$ cat config.mk
export PLATFORM = sky130hd
export DESIGN_NAME = unified_memory_arbiter
export DESIGN_NICKNAME = d
export VERILOG_FILES = /design/src/rtl/unified_memory_arbiter_pkg.sv /design/src/rtl/unified_memory_arbiter_wait_state_counter.sv /design/src/rtl/unified_memory_arbiter.sv
export SDC_FILE = /design/constraint.sdc
export NUM_CORES = 1
export LEC_CHECK = 0
export ABC_AREA = 1
export CAP_MARGIN = 20
export CORE_MARGIN = 2
export CORE_UTILIZATION = 42
export CTS_BUF_LIST = sky130_fd_sc_hd__clkbuf_4
export CTS_CLUSTER_DIAMETER = 150
export CTS_CLUSTER_SIZE = 8
export DETAILED_ROUTE_END_ITERATION = 10
export PLACE_DENSITY_LB_ADDON = 0.1
export SYNTH_ARGS = -nofsm -noshare
export SYNTH_HDL_FRONTEND = slang
export SYNTH_SLANG_ARGS = --single-unit
$ cat constraint.sdc
create_clock -name clk -period 1.67 [get_ports clk]
set_input_delay 0.2505 -clock clk [delete_from_list [all_inputs] [get_ports clk]]
set_output_delay 0.2505 -clock clk [all_outputs]
set_load 0.02 [all_outputs]
$ cat src/rtl/unified_memory_arbiter_pkg.sv
// Shared definitions for the unified memory arbiter.
//   arb_state_t     : FSM state encoding (IDLE / ACCESS / RESP)
//   PORT_IF/PORT_DM : requester identifiers used by the grant registers
//   DATA_WIDTH      : width of all data paths
//   wait_cnt_width  : width of the wait-state counter, never less than 1 bit
package mem_arb_defs;

  typedef enum logic [1:0] {
    ST_IDLE   = 2'd0,
    ST_ACCESS = 2'd1,
    ST_RESP   = 2'd2
  } arb_state_t;

  localparam logic PORT_IF = 1'b0;
  localparam logic PORT_DM = 1'b1;

  localparam int DATA_WIDTH = 32;

  function automatic int wait_cnt_width(input int wait_states);
    return (wait_states < 1) ? 1 : $clog2(wait_states + 1);
  endfunction

endpackage

$ cat src/rtl/unified_memory_arbiter_wait_state_counter.sv
// Loadable down-counter that measures the memory latency of one access.
//   clk          : clock, rising edge
//   reset        : asynchronous, active-low reset (count -> 0)
//   load_i       : load load_value_i (takes priority over dec_i)
//   load_value_i : value to load
//   dec_i        : decrement by one; saturates at zero
//   zero_o       : count is zero
module wait_state_counter #(
  parameter int WIDTH = 2
) (
  input  logic             clk,
  input  logic             reset,
  input  logic             load_i,
  input  logic [WIDTH-1:0] load_value_i,
  input  logic             dec_i,
  output logic             zero_o
);

  logic [WIDTH-1:0] count_reg;

  always_ff @(posedge clk or negedge reset) begin
    if (!reset) begin
      count_reg <= '0;
    end else if (load_i) begin
      count_reg <= load_value_i;
    end else if (dec_i && (count_reg != '0)) begin
      count_reg <= count_reg - 1'b1;
    end
  end

  assign zero_o = (count_reg == '0);

endmodule

$ cat src/rtl/unified_memory_arbiter.sv
// Arbiter sharing one single-port memory between instruction fetch (IF, read
// only) and the data stage (DM, load/store). One access at a time; each access
// is IDLE (sample) -> ACCESS (strobe + WAIT_STATES latency) -> RESP (ack).
//   clk, reset                 : clock and asynchronous active-low reset
//   if_req_i/if_addr_i         : fetch request and PC
//   if_ack_o/if_rdata_o        : fetch done pulse and held instruction
//   dm_req_i/dm_we_i/dm_addr_i/dm_wdata_i : data request, store flag, address, store data
//   dm_ack_o/dm_rdata_o        : data done pulse and held load data
//   mem_en_o/mem_we_o/mem_addr_o/mem_wdata_o : one-cycle memory strobe and its payload
//   mem_rdata_i                : memory read data, valid WAIT_STATES cycles after mem_en_o
//   busy_o                     : arbiter is not idle
module unified_memory_arbiter
  import mem_arb_defs::*;
#(
  parameter int WAIT_STATES = 2,
  parameter int ADDR_WIDTH  = 32
) (
  input  logic                  clk,
  input  logic                  reset,
  input  logic                  if_req_i,
  input  logic [ADDR_WIDTH-1:0] if_addr_i,
  output logic                  if_ack_o,
  output logic [DATA_WIDTH-1:0] if_rdata_o,
  input  logic                  dm_req_i,
  input  logic                  dm_we_i,
  input  logic [ADDR_WIDTH-1:0] dm_addr_i,
  input  logic [DATA_WIDTH-1:0] dm_wdata_i,
  output logic                  dm_ack_o,
  output logic [DATA_WIDTH-1:0] dm_rdata_o,
  output logic                  mem_en_o,
  output logic                  mem_we_o,
  output logic [ADDR_WIDTH-1:0] mem_addr_o,
  output logic [DATA_WIDTH-1:0] mem_wdata_o,
  input  logic [DATA_WIDTH-1:0] mem_rdata_i,
  output logic                  busy_o
);

  localparam int CNT_W = wait_cnt_width(WAIT_STATES);
  localparam logic [ADDR_WIDTH-1:0] WORD_MASK = ~(ADDR_WIDTH'(3));

  arb_state_t state_reg;
  logic       grant_reg;
  logic       last_grant_reg;
  logic       we_reg;

  logic                  any_req;
  logic                  winner_next;
  logic                  store_next;
  logic [ADDR_WIDTH-1:0] addr_next;
  logic                  cnt_load;
  logic                  cnt_dec;
  logic                  cnt_zero;

  assign any_req = if_req_i | dm_req_i;

  // On a tie the port that did not win last time goes first, so the two
  // requesters alternate and neither can be locked out.
  always_comb begin
    winner_next = PORT_IF;
    if (if_req_i && dm_req_i) begin
      winner_next = ~last_grant_reg;
    end else if (dm_req_i) begin
      winner_next = PORT_DM;
    end
  end

  assign store_next = (winner_next == PORT_DM) && dm_we_i;
  assign addr_next  = (winner_next == PORT_DM) ? dm_addr_i : if_addr_i;

  // The counter is loaded on the grant edge so it holds WAIT_STATES in the
  // first ACCESS cycle; with zero wait states the capture happens right there.
  assign cnt_load = (state_reg == ST_IDLE) && any_req;
  assign cnt_dec  = (state_reg == ST_ACCESS);

  wait_state_counter #(
    .WIDTH (CNT_W)
  ) u_wait_cnt (
    .clk          (clk),
    .reset        (reset),
    .load_i       (cnt_load),
    .load_value_i (CNT_W'(WAIT_STATES)),
    .dec_i        (cnt_dec),
    .zero_o       (cnt_zero)
  );

  always_ff @(posedge clk or negedge reset) begin
    if (!reset) begin
      state_reg      <= ST_IDLE;
      grant_reg      <= PORT_IF;
      last_grant_reg <= PORT_IF;
      we_reg         <= 1'b0;
      if_ack_o       <= 1'b0;
      if_rdata_o     <= '0;
      dm_ack_o       <= 1'b0;
      dm_rdata_o     <= '0;
      mem_en_o       <= 1'b0;
      mem_we_o       <= 1'b0;
      mem_addr_o     <= '0;
      mem_wdata_o    <= '0;
      busy_o         <= 1'b0;
    end else begin
      // Strobe and ack outputs are single-cycle pulses.
      mem_en_o    <= 1'b0;
      mem_we_o    <= 1'b0;
      mem_addr_o  <= '0;
      mem_wdata_o <= '0;
      if_ack_o    <= 1'b0;
      dm_ack_o    <= 1'b0;

      case (state_reg)
        ST_IDLE: begin
          if (any_req) begin
            state_reg   <= ST_ACCESS;
            busy_o      <= 1'b1;
            grant_reg   <= winner_next;
            we_reg      <= store_next;
            mem_en_o    <= 1'b1;
            mem_we_o    <= store_next;
            mem_addr_o  <= addr_next & WORD_MASK;
            mem_wdata_o <= store_next ? dm_wdata_i : '0;
          end
        end

        ST_ACCESS: begin
          if (cnt_zero) begin
            state_reg <= ST_RESP;
            if (grant_reg == PORT_IF) begin
              if_ack_o   <= 1'b1;
              if_rdata_o <= mem_rdata_i;
            end else begin
              dm_ack_o <= 1'b1;
              // Stores leave the load-data holding register untouched.
              if (!we_reg) begin
                dm_rdata_o <= mem_rdata_i;
              end
            end
          end
        end

        ST_RESP: begin
          state_reg      <= ST_IDLE;
          busy_o         <= 1'b0;
          last_grant_reg <= grant_reg;
        end

        default: begin
          state_reg <= ST_IDLE;
          busy_o    <= 1'b0;
        end
      endcase
    end
  end

endmodule
## Yosys cells after proc, flatten, opt, wreduce, memory -nomap -nowiden

Cells that the tools add are included.

- Logic and storage cells: 62
- Flip-flop bits (word level): 140

- Bitwise operators: 5
- Reduce and logical (&&, ||, !) cells: 13
- Add/sub/neg operators: 1
- Muxes and demuxes: 25
- Equal/unequal tests: 4

Operator list:

| cell | count |
|---|---|
| 32-bit 2-to-1 mux | 6 |
| 1-bit 2-to-1 mux | 13 |
| 2-bit 2-to-1 mux | 4 |
| 2-bit AND reduction | 3 |
| 1-bit logical AND | 4 |
| 2-bit logical NOT | 2 |
| 2-bit inequality test, second input constant | 2 |
| 1-bit NOT | 4 |
| 2-bit case mux with 2 select lines | 1 |
| 4-bit AND reduction | 1 |
| 2-bit nonzero test | 2 |
| 3-bit AND reduction | 1 |
| 2-bit by 1-bit == test with 1-bit output, second input constant | 1 |
| 2-bit == test, second input constant | 1 |
| 1-bit case mux with 2 select lines | 1 |
| 2-bit by 1-bit subtractor with 2-bit output, second input constant | 1 |
| 1-bit OR | 1 |

## Depth between registers and ports, before layout

- Depth after elaboration: 6
- Gate-level depth with buffers: 9
- Gate-level depth less buffers: 8

## Cells and area by module

From an unflattened synthesis, not the netlist that was laid out.

- Cells, all modules: 601
- Area, all modules: 5390.2 um^2

Modules (own cells, without submodules):

| module | cells each | area each (um^2) | instances |
|---|---|---|---|
| unified_memory_arbiter | 582 | 5262.5 | 1 |
| wait_state_counter | 19 | 127.6 | 1 |

## Least setup slack after synthesis

OpenSTA, ideal clock, no wires.

- Path kind: reg2reg
- Start point: reg u_wait_cnt.count_reg[0]
- End point: reg if_rdata_o[0]
- Cell stages (with the launch flop): 9
- Path buffers: 1
- Slack: 0.378 ns
- Arrival time: 1.226 ns
- Path through: dfrtp_1 -> inv_1 -> ha_1 -> inv_1 -> nor2_1 -> nand2_2 -> clkbuf_1 -> nand2_1 -> nand2_1

- Longest elaborated chain between the ends: 2

RTL lines:

| what | RTL line | source |
|---|---|---|
| from (decl) | unified_memory_arbiter_wait_state_counter.sv:19 | `logic [WIDTH-1:0] count_reg;` |
| from (signal assigned) | unified_memory_arbiter_wait_state_counter.sv:25 | `count_reg <= load_value_i;` |
| from (signal assigned) | unified_memory_arbiter_wait_state_counter.sv:27 | `count_reg <= count_reg - 1'b1;` |
| 2-bit logical NOT | unified_memory_arbiter_wait_state_counter.sv:31 | `assign zero_o = (count_reg == '0);` |
| 3-bit AND reduction (no line) | n/a |  |
| to (signal assigned) | unified_memory_arbiter.sv:129 | `if_rdata_o <= mem_rdata_i;` |
| to (decl) | unified_memory_arbiter.sv:23 | `output logic [DATA_WIDTH-1:0] if_rdata_o,` |

Every way passes these cells.
A chain may end at the register's enable or synchronous reset.

## Worst setup path in the final report

- Start point: reg u_wait_cnt.count_reg[0]
- End point: reg if_rdata_o[28]

Same word-level chain as after synthesis.

==> flow_metrics.env <==
export IMPL_status="finished, final reports clean"
export IMPL_peakVddDrop_mv=0.520
export IMPL_vias=4779
export IMPL_drt_pass1_iter_count=4
export IMPL_synth_largest_area_cell="dfrtp_1"
export IMPL_initialDrtViolationCount=281
export IMPL_power_mw=12.3
export IMPL_synth_seq_area_share=0.645
export IMPL_critPathLaunchType="register"
export IMPL_clock_sinks=138
export IMPL_drc=0
export IMPL_cap_violations=0
export IMPL_clockRootBuffer="clkbuf_4"
export IMPL_critPathKind="reg -> reg"
export IMPL_tritoncts="built"
export IMPL_fp_dieArea_um2=13700
export IMPL_clock_path_buffers=2
export IMPL_cp_startpoint="u_wait_cnt.count_reg[0]"
export IMPL_post_route_period_util=0.924
export IMPL_place_detailed_hpwl_um=10900
export IMPL_crit_path_max_fanout=32
export IMPL_drive_gt1_frac=0.0563
export IMPL_vias_per_cell=4.59
export IMPL_hold_viol_final=0
export IMPL_place_area_um2=8230
export IMPL_overflow=0
export IMPL_coreArea_um2=12500
export IMPL_die_y_um=117
export IMPL_portBuffers=259
export IMPL_start_util=0.428
export IMPL_io_pins=266
export IMPL_grt_pass1_vias=4804
export IMPL_grt_usage=0.219
export IMPL_final_cell_area_um2=8290
export IMPL_end_kind="register"
export IMPL_die_w_um=117
export IMPL_ys_ff_latch=138
export IMPL_synthToLayoutAreaGrowth_pct=54.7
export IMPL_antenna_found_initial=0
export IMPL_clk_pin_slew_ps=100
export IMPL_required_ps=2140
export IMPL_seqCellArea_um2=3450
export IMPL_num_antenna_cells=0
export IMPL_finalMaxSlewViolations=0
export IMPL_ant_nets=0
export IMPL_cp_arrival_ps=2010
export IMPL_period_minus_slack_ps=1540
export IMPL_clock_fmax_mhz=648
export IMPL_multi_input_area_um2=1600
export IMPL_avgSynthCellArea_um2=9.02
export IMPL_wl_per_cell_um=14.2
export IMPL_finalClockSkew_ps=8.04
export IMPL_yosys_cell_types_count=19
export IMPL_ys_warn_count=0
export IMPL_fin_nets=995
export IMPL_largestRegisters="dm_rdata_o: 32 flops, if_rdata_o: 32 flops, mem_wdata_o: 32 flops"
export IMPL_synth_top_area_share=0.645
export IMPL_syn_area_um2=5360
export IMPL_setup_violations=0
export IMPL_hold_path_class="in -> async"
export IMPL_rows=41
export IMPL_numCtsBuffers=17
export IMPL_grt_start_max_net_pins=51
export IMPL_clock_latency_ps=530
export IMPL_routed_wl_um=14800
export IMPL_r2r_start="u_wait_cnt.count_reg[0]"
export IMPL_powerDensity_nw_per_um2=1480
export IMPL_gp_congestion=0.775
export IMPL_p_leak_nw=4.56
export IMPL_grt_pass1_wl_um=22700
export IMPL_htreeDepth=4
export IMPL_ys_top_cells_by_area="dfrtp_1 (64%), nand2_1 (17%), nor2_1 (6.7%)"
export IMPL_synthCells=594
export IMPL_rsz0062_at_grt="no"
export IMPL_nFillCells=1108
==> cell type report <==
class                           instances  share of cell area
Inverter                               44              0.0199
Clock buffer                           20              0.0181
Timing Repair Buffer                  276               0.320
Clock inverter                          8             0.00695
Multi-Input combinational cell        384               0.193
Sequential cell                       138               0.417
Tap cell                              172              0.0260
==> cells by family after synthesis <==
group	Yosys count	share of synthesized area
buffers and inverters	73	0.0584
and+or+nand+nor	379	0.291
adders and majority gates	1	0.00234
DFF	138	0.645
other	1	0.000700
AOI/OAI and AO/OA	2	0.00257
==> critical path, cell delays in order (launching register included) <==
cell	delay (ps)
dfrtp_1	360
inv_1	60
ha_1	230
inv_1	130
nor2_1	70
nand2_2	80
buf_4	350
nand2_1	110
nand2_1	90
==> where the power goes <==
| part | switching (mW) | total, mW | internal, mW |
|---|---|---|---|
| Combinational | 3.36 | 5.44 | 2.08 |
| Sequential | 0.530 | 5.03 | 4.50 |
| Clock | 1.07 | 1.79 | 0.723 |
==> worst paths after layout <==
| path | end | slack (ps) | cells after the start |
|---|---|---|---|
| min | mem_wdata_o[30] | 110 | 2 |
| min in group clk | mem_wdata_o[2] | 220 | 3 |
| min reg2reg | dm_rdata_o[15] | 470 | 2 |
| max reg2reg | if_rdata_o[28] | 130 | 8 |
| max in group asynchronous | mem_addr_o[20] | 1000 | 3 |
| max | if_rdata_o[28] | 130 | 8 |
==> layer usage <==
metal / wire length, um / up-vias / track usage
li1: - / 2312 / -
met4: 406 / 0 / 0.0933
met5: 0 / - / 0
met2: 7470 / 206 / 0.379
met3: 1430 / 31 / 0.0834
met1: 5450 / 2230 / 0.241
==> per-stage QoR <==
stage / worst slack, ps / TNS [ps] / util / cells / hold slack (ps)
after floorplan: 378 / 0 / - / 595 / -45.1
after global placement: 95.5 / 0 / 0.658 / 1013 / 92.3
after detailed placement: -6.83 / -6.83 / 0.658 / 1013 / 97.5
after CTS: 104 / 0 / 0.662 / 1042 / 65.6
after global routing: 2.88 / 0 / 0.662 / 1042 / 89.2
final: 127 / 0 / 0.662 / 1042 / 105
==> Yosys cell counts (all sizes together) <==
cell / n
nand4: 1
o21ai: 1
nor3: 1
nand3b: 30
buf: 21
a21oi: 1
conb: 1
dfrtp: 138
ha: 1
nand3: 7
nand2: 242
inv: 44
nor2: 98
clkbuf: 8
==> placed cells by master, fill, tap and decap left out, drive strengths merged <==
cell type / instances
conb: 2
buf: 17
clkdlybuf4s50: 127
nand2: 242
nor2: 98
clkinv: 7
a21oi: 1
dlygate4sd3: 1
nand3: 7
nand3b: 30
nand4: 1
inv: 44
bufinv: 1
dlygate4sd2: 131
clkbuf: 20
nor3: 1
o21ai: 1
ha: 1
dfrtp: 138
==> what timing repair did <==
item | in CTS | in global routing
gates resized for setup | 131 | 0
endpoints found under the setup margin | 131 | 0
hold endpoints to repair | 138 | 0
hold buffers | 1 | 0
setup buffers | 0 | 0
Power figures use the tool's default switching activity.
